### src/rtl/pwm_gen.sv
// pwm_gen: fixed-period PWM with the duty value shadow-latched once per period
module pwm_gen #(
  parameter int WIDTH = 8
) (
  input  logic             clk,
  input  logic             rst_n,
  input  logic [WIDTH-1:0] dty,
  output logic             pwm,
  output logic             period_start
);
  logic [WIDTH-1:0] cnt_q, cnt_d, dty_q, dty_d;
  logic             pwm_q, pwm_d, period_start_q, period_start_d;
  always_comb begin
    cnt_d          = cnt_q + 1'b1;
    dty_d          = (&cnt_q) ? dty : dty_q;
    pwm_d          = cnt_q < dty_q;
    period_start_d = cnt_q == '0;
  end
  always_ff @(posedge clk) begin
    if (!rst_n) begin
      cnt_q          <= '0;
      dty_q          <= '0;
      pwm_q          <= 1'b0;
      period_start_q <= 1'b0;
    end else begin
      cnt_q          <= cnt_d;
      dty_q          <= dty_d;
      pwm_q          <= pwm_d;
      period_start_q <= period_start_d;
    end
  end
  assign pwm          = pwm_q;
  assign period_start = period_start_q;
endmodule

### config.mk
export PLATFORM = sky130hd
export DESIGN_NAME = pwm_gen
export DESIGN_NICKNAME = d
export VERILOG_FILES = /design/src/rtl/pwm_gen.sv
export SDC_FILE = /design/constraint.sdc
export NUM_CORES = 1
export LEC_CHECK = 0
export BUFFER_PORTS_ARGS = -buffer_cell sky130_fd_sc_hd__buf_2
export CORE_MARGIN = 5
export CORE_UTILIZATION = 45
export CTS_BUF_LIST = sky130_fd_sc_hd__clkbuf_4 sky130_fd_sc_hd__clkbuf_8
export DETAILED_ROUTE_END_ITERATION = 16
export PLACE_DENSITY = 0.74
export SYNTH_ARGS = -nofsm -noshare
export SYNTH_HDL_FRONTEND = slang
export SYNTH_SLANG_ARGS = --single-unit
### constraint.sdc
create_clock -name clk -period 1.35 [get_ports clk]
set_input_delay 0 -clock clk [delete_from_list [all_inputs] [get_ports clk]]
set_output_delay 0 -clock clk [all_outputs]
set_load 0.005 [all_outputs]
* Yosys cells after proc, flatten, opt, wreduce, memory -nomap -nowiden
Cells that the tools add are included.
** Storage, ports and cells
- Bits in registers :: 18
- Bits of input ports :: 10
- Output and inout port bits :: 2
- Logic and storage cells :: 8
** Cells by class
- $add $sub $neg :: 1
- $lt $le $gt $ge :: 1
- Reduce and logical (&&, ||, !) cells :: 2
** Operator list (number)
- $add A8 B1 Y8 const B :: 1
- $logic_not A8 Y1 :: 1
- $lt A8 B8 Y1 :: 1
- $reduce_and A8 Y1 :: 1

* Depth between registers and ports, before layout
- Depth in word-level cells :: 1
- Mapped depth :: 5
- Mapped depth without buffers :: 5

* Least setup slack after synthesis
Ideal clock, no wire load.
- Path type :: register to register
- Start :: register cnt_q[3]
- End :: register pwm_q, in the netlist pwm
- Arrival :: 1269 ps
- Required time :: 1236 ps
- Setup slack :: -34 ps
- Cell stages (with the launch flop) :: 5
- Clock period less this slack :: 1384 ps
- Cells stage by stage :: dfxtp_1 -> ha_1 -> a211oi_1 -> o21ai_0 -> a2111oi_0
** Between the ends
- Word-level cells in the longest chain between the ends :: 1
** Ends and longest elaborated chain
- start: declaration :: line 11 : logic [WIDTH-1:0] cnt_q, cnt_d, dty_q, dty_d;
- start signal: assignment :: line 26 : cnt_q <= cnt_d;
- $lt A8 B8 Y1 :: line 16 : pwm_d = cnt_q < dty_q;
- end signal: assignment :: line 28 : pwm_q <= pwm_d;
- end: declaration :: line 12 : logic pwm_q, pwm_d, period_start_q, period_start_d;
No other way between the ends.
A chain may end at the register's enable or synchronous reset.

* Final worst setup path
Ends and elaborated chain as after synthesis.

==> flow_summary.json <==
{
  "die_x_microns": 54.5,
  "endpoint_kind": "register",
  "reg2reg_from": "cnt_q[3]",
  "cts_max_level": 1,
  "start_util_pct": 46.4,
  "core-area_sq_mm": 0.00192,
  "cts_buffer_depth": 2,
  "worstHoldPathType": "input port to register",
  "drive_gt1_share_pct": 41.9,
  "die_h_microns": 54.5,
  "dpl_cell_area_sq_mm": 0.00104,
  "ys_warn_count": 0,
  "gp_congestion": 0.797,
  "finClkSkew_ns": 0.00468,
  "synth_fp_nets": 118,
  "fmax_mhz": 745,
  "start_kind": "register",
  "status": "completed",
  "cts_sinks": 18,
  "drt_wl_total_microns": 2010,
  "grt_max_degree": 12,
  "multi_input_area_sq_um": 556,
  "finalCritPeriodShare_pct": 99.4,
  "clkTransAtPathRegs_ns": 0.11,
  "seq_area_sq_um": 382,
  "rsz0062_at_grt": "true",
  "postRouteAntennaNets": 0,
  "pre_cts_ws_ns": -0.0799,
  "drt_iter0_markers": 7,
  "overflow": 0,
  "fin_nets": 149,
  "rows": 16,
  "r2r_cells": 4,
  "holdWs_ns": 0.0312,
  "first_pass_iters": 4,
  "avgViaCountPerCell": 4.93,
  "syn-mean-instance-area_sq_um": 9.00,
  "cts_tree": "done",
  "path_max_fanout": 2,
  "timing.final.setup_violations": 0,
  "dp_hpwl_microns": 1310,
  "fin_crit_ns": 1.34,
  "hold-path-endpoint": "dty_q[2]",
  "die_area_sq_mm": 0.00297,
  "fillers": 174,
  "clkLatencyLatePin_ns": 0.30,
  "max-cap-violations": 0,
  "antenna_cells": 0,
  "wire_per_inst_microns": 12.9,
  "synth-seq-cells": 18,
  "cts-root-buf": "clkbuf_4",
  "vias": 769,
  "reg2reg_to": "pwm",
  "grt_first_pass_wirelength_microns": 3220,
  "mostFrequentLayoutCell": "nand2_1",
  "power_uw": 1030,
  "tns_ns": 0,
  "hold_viol": 0,
  "cp.required_ns": 1.55,
  "drv_slew": 0,
  "worstHoldStart": "rst_n",
  "setup_ws_ns": 0.00756,
  "port_buffers": 11,
  "slew_headroom_pct": 81.8,
  "p_per_area_mw_per_mm2": 812,
  "route.detailed.drc": 0,
  "io_pins": 12,
  "netlist_instances": 99,
  "final_cell_mix": "nand2_1 (19), buf_2 (11)",
  "synth_cell_type_count": 27,
  "tightest_slew_ns": 0.273,
  "leakagePower_uw": 0.000491,
  "grtUsageTotal_pct": 15.5,
  "min_path_cells": 3,
  "ys_seq_area_share_pct": 40.4,
  "ir_drop_mv": 0.818,
  "antenna_found_initial": 0,
  "syn_to_final_growth_pct": 41.9,
  "r2r_slack_ns": 0.008,
  "syn_area_sq_um": 891,
  "criticalPathCategory": "register to register",
  "grt_pass1_vias": 769,
  "numCtsBuffers": 3,
  "arrival_ns": 1.54,
  "finalInstanceArea_sq_mm": 0.00126
}
==> Yosys cell counts <==
cell       instances  share of area (%)
nand2_1           21                8.8
dfxtp_1           18                 40
inv_1             10                4.2
ha_1               9                 13
mux2i_1            8                9.0
a21oi_1            4                2.2
nor2_1             4                1.7
o21ai_0            3                1.7
nand3_1            2                1.1
or3_2              2                1.7
xor2_1             2                2.0
a2111oi_0          1               0.98
a211oi_1           1               0.84
and2_1             1               0.70
buf_1              1               0.42
buf_2              1               0.56
nand3_2            1                1.1
nor2b_1            1               0.70
nor3_4             1                1.8
nor3b_1            1               0.84
nor4_1             1               0.70
o2111a_1           1                1.3
o211ai_1           1               0.84
o31ai_1            1               0.84
or4_1              1               0.84
or4_2              1               0.98
xnor2_1            1               0.98
==> layer usage <==
layer	track usage [%]	vias up	wire length, microns
met5	0	-	0
met4	4.15	0	12
met3	6.27	2	85
met2	25.7	14	1070
met1	18.4	359	846
li1	-	394	-
==> state kept, by name, indices dropped and copies added, names as in the netlist <==
register / count
period_start: 1
cnt_q: 8
pwm: 1
dty_q: 8
==> power by group <==
part / internal [uW] / switching [uW] / total (uW)
clock: 164 / 177 / 341
sequential: 543 / 10.6 / 553
combinational: 74.7 / 57.3 / 132
==> worst max-delay path, stage by stage (launching register included) <==
cell and delay (ns):
dfxtp_4 0.38, ha_4 0.24, a211oi_2 0.16, o21ai_1 0.11, a2111oi_2 0.36
==> logic make-up (layout without fill, tap and decap cells) <==
| kind of cell | count (synthesis) | count (layout) | synth area share, % |
|---|---|---|---|
| compound gates | 12 | 12 | 8.71 |
| buf+inv | 12 | 42 | 5.20 |
| flops | 18 | 18 | 40.4 |
| simple gates | 37 | 37 | 21.1 |
| xor+xnor | 3 | 3 | 2.95 |
| fa+ha+maj | 9 | 9 | 12.6 |
| mux | 8 | 8 | 8.99 |
==> layout make-up <==
type                            count  area share [%]
Sequential cell                    18            30.2
Multi-Input combinational cell     69            44.0
Tap cell                           27            2.67
Inverter                           10            2.97
Timing Repair Buffer               28            17.3
Clock buffer                        4            2.87
==> metrics by stage <==
step,util (%),std cells
2_1_floorplan,-,99
3_3_place_gp,54.4,143
3_5_place_dp,54.4,143
4_1_cts,61.4,155
5_1_grt,65.8,156
6_report,65.8,156
==> worst max-delay path by stage <==
stage,slack [ns],startpoint,end,cells after the start
after CTS,-0.01,cnt_q[3],cnt_q[7],4
after floorplan,-0.02,cnt_q[3],pwm,4
after global routing,-0.08,cnt_q[3],pwm,4
final,0.008,cnt_q[3],pwm,4
after global placement,-0.06,dty_q[3],pwm,5
after detailed placement,-0.08,dty_q[3],pwm,5
==> timing repair <==
item	4_1_cts	5_1_grt
endpoints found under the hold margin	8	0
hold buffers	8	0
resized for setup	4	27
setup buffers	0	1
endpoints found under the setup margin	1	13
pin swaps	1	5
Power figures use the tool's default switching activity.
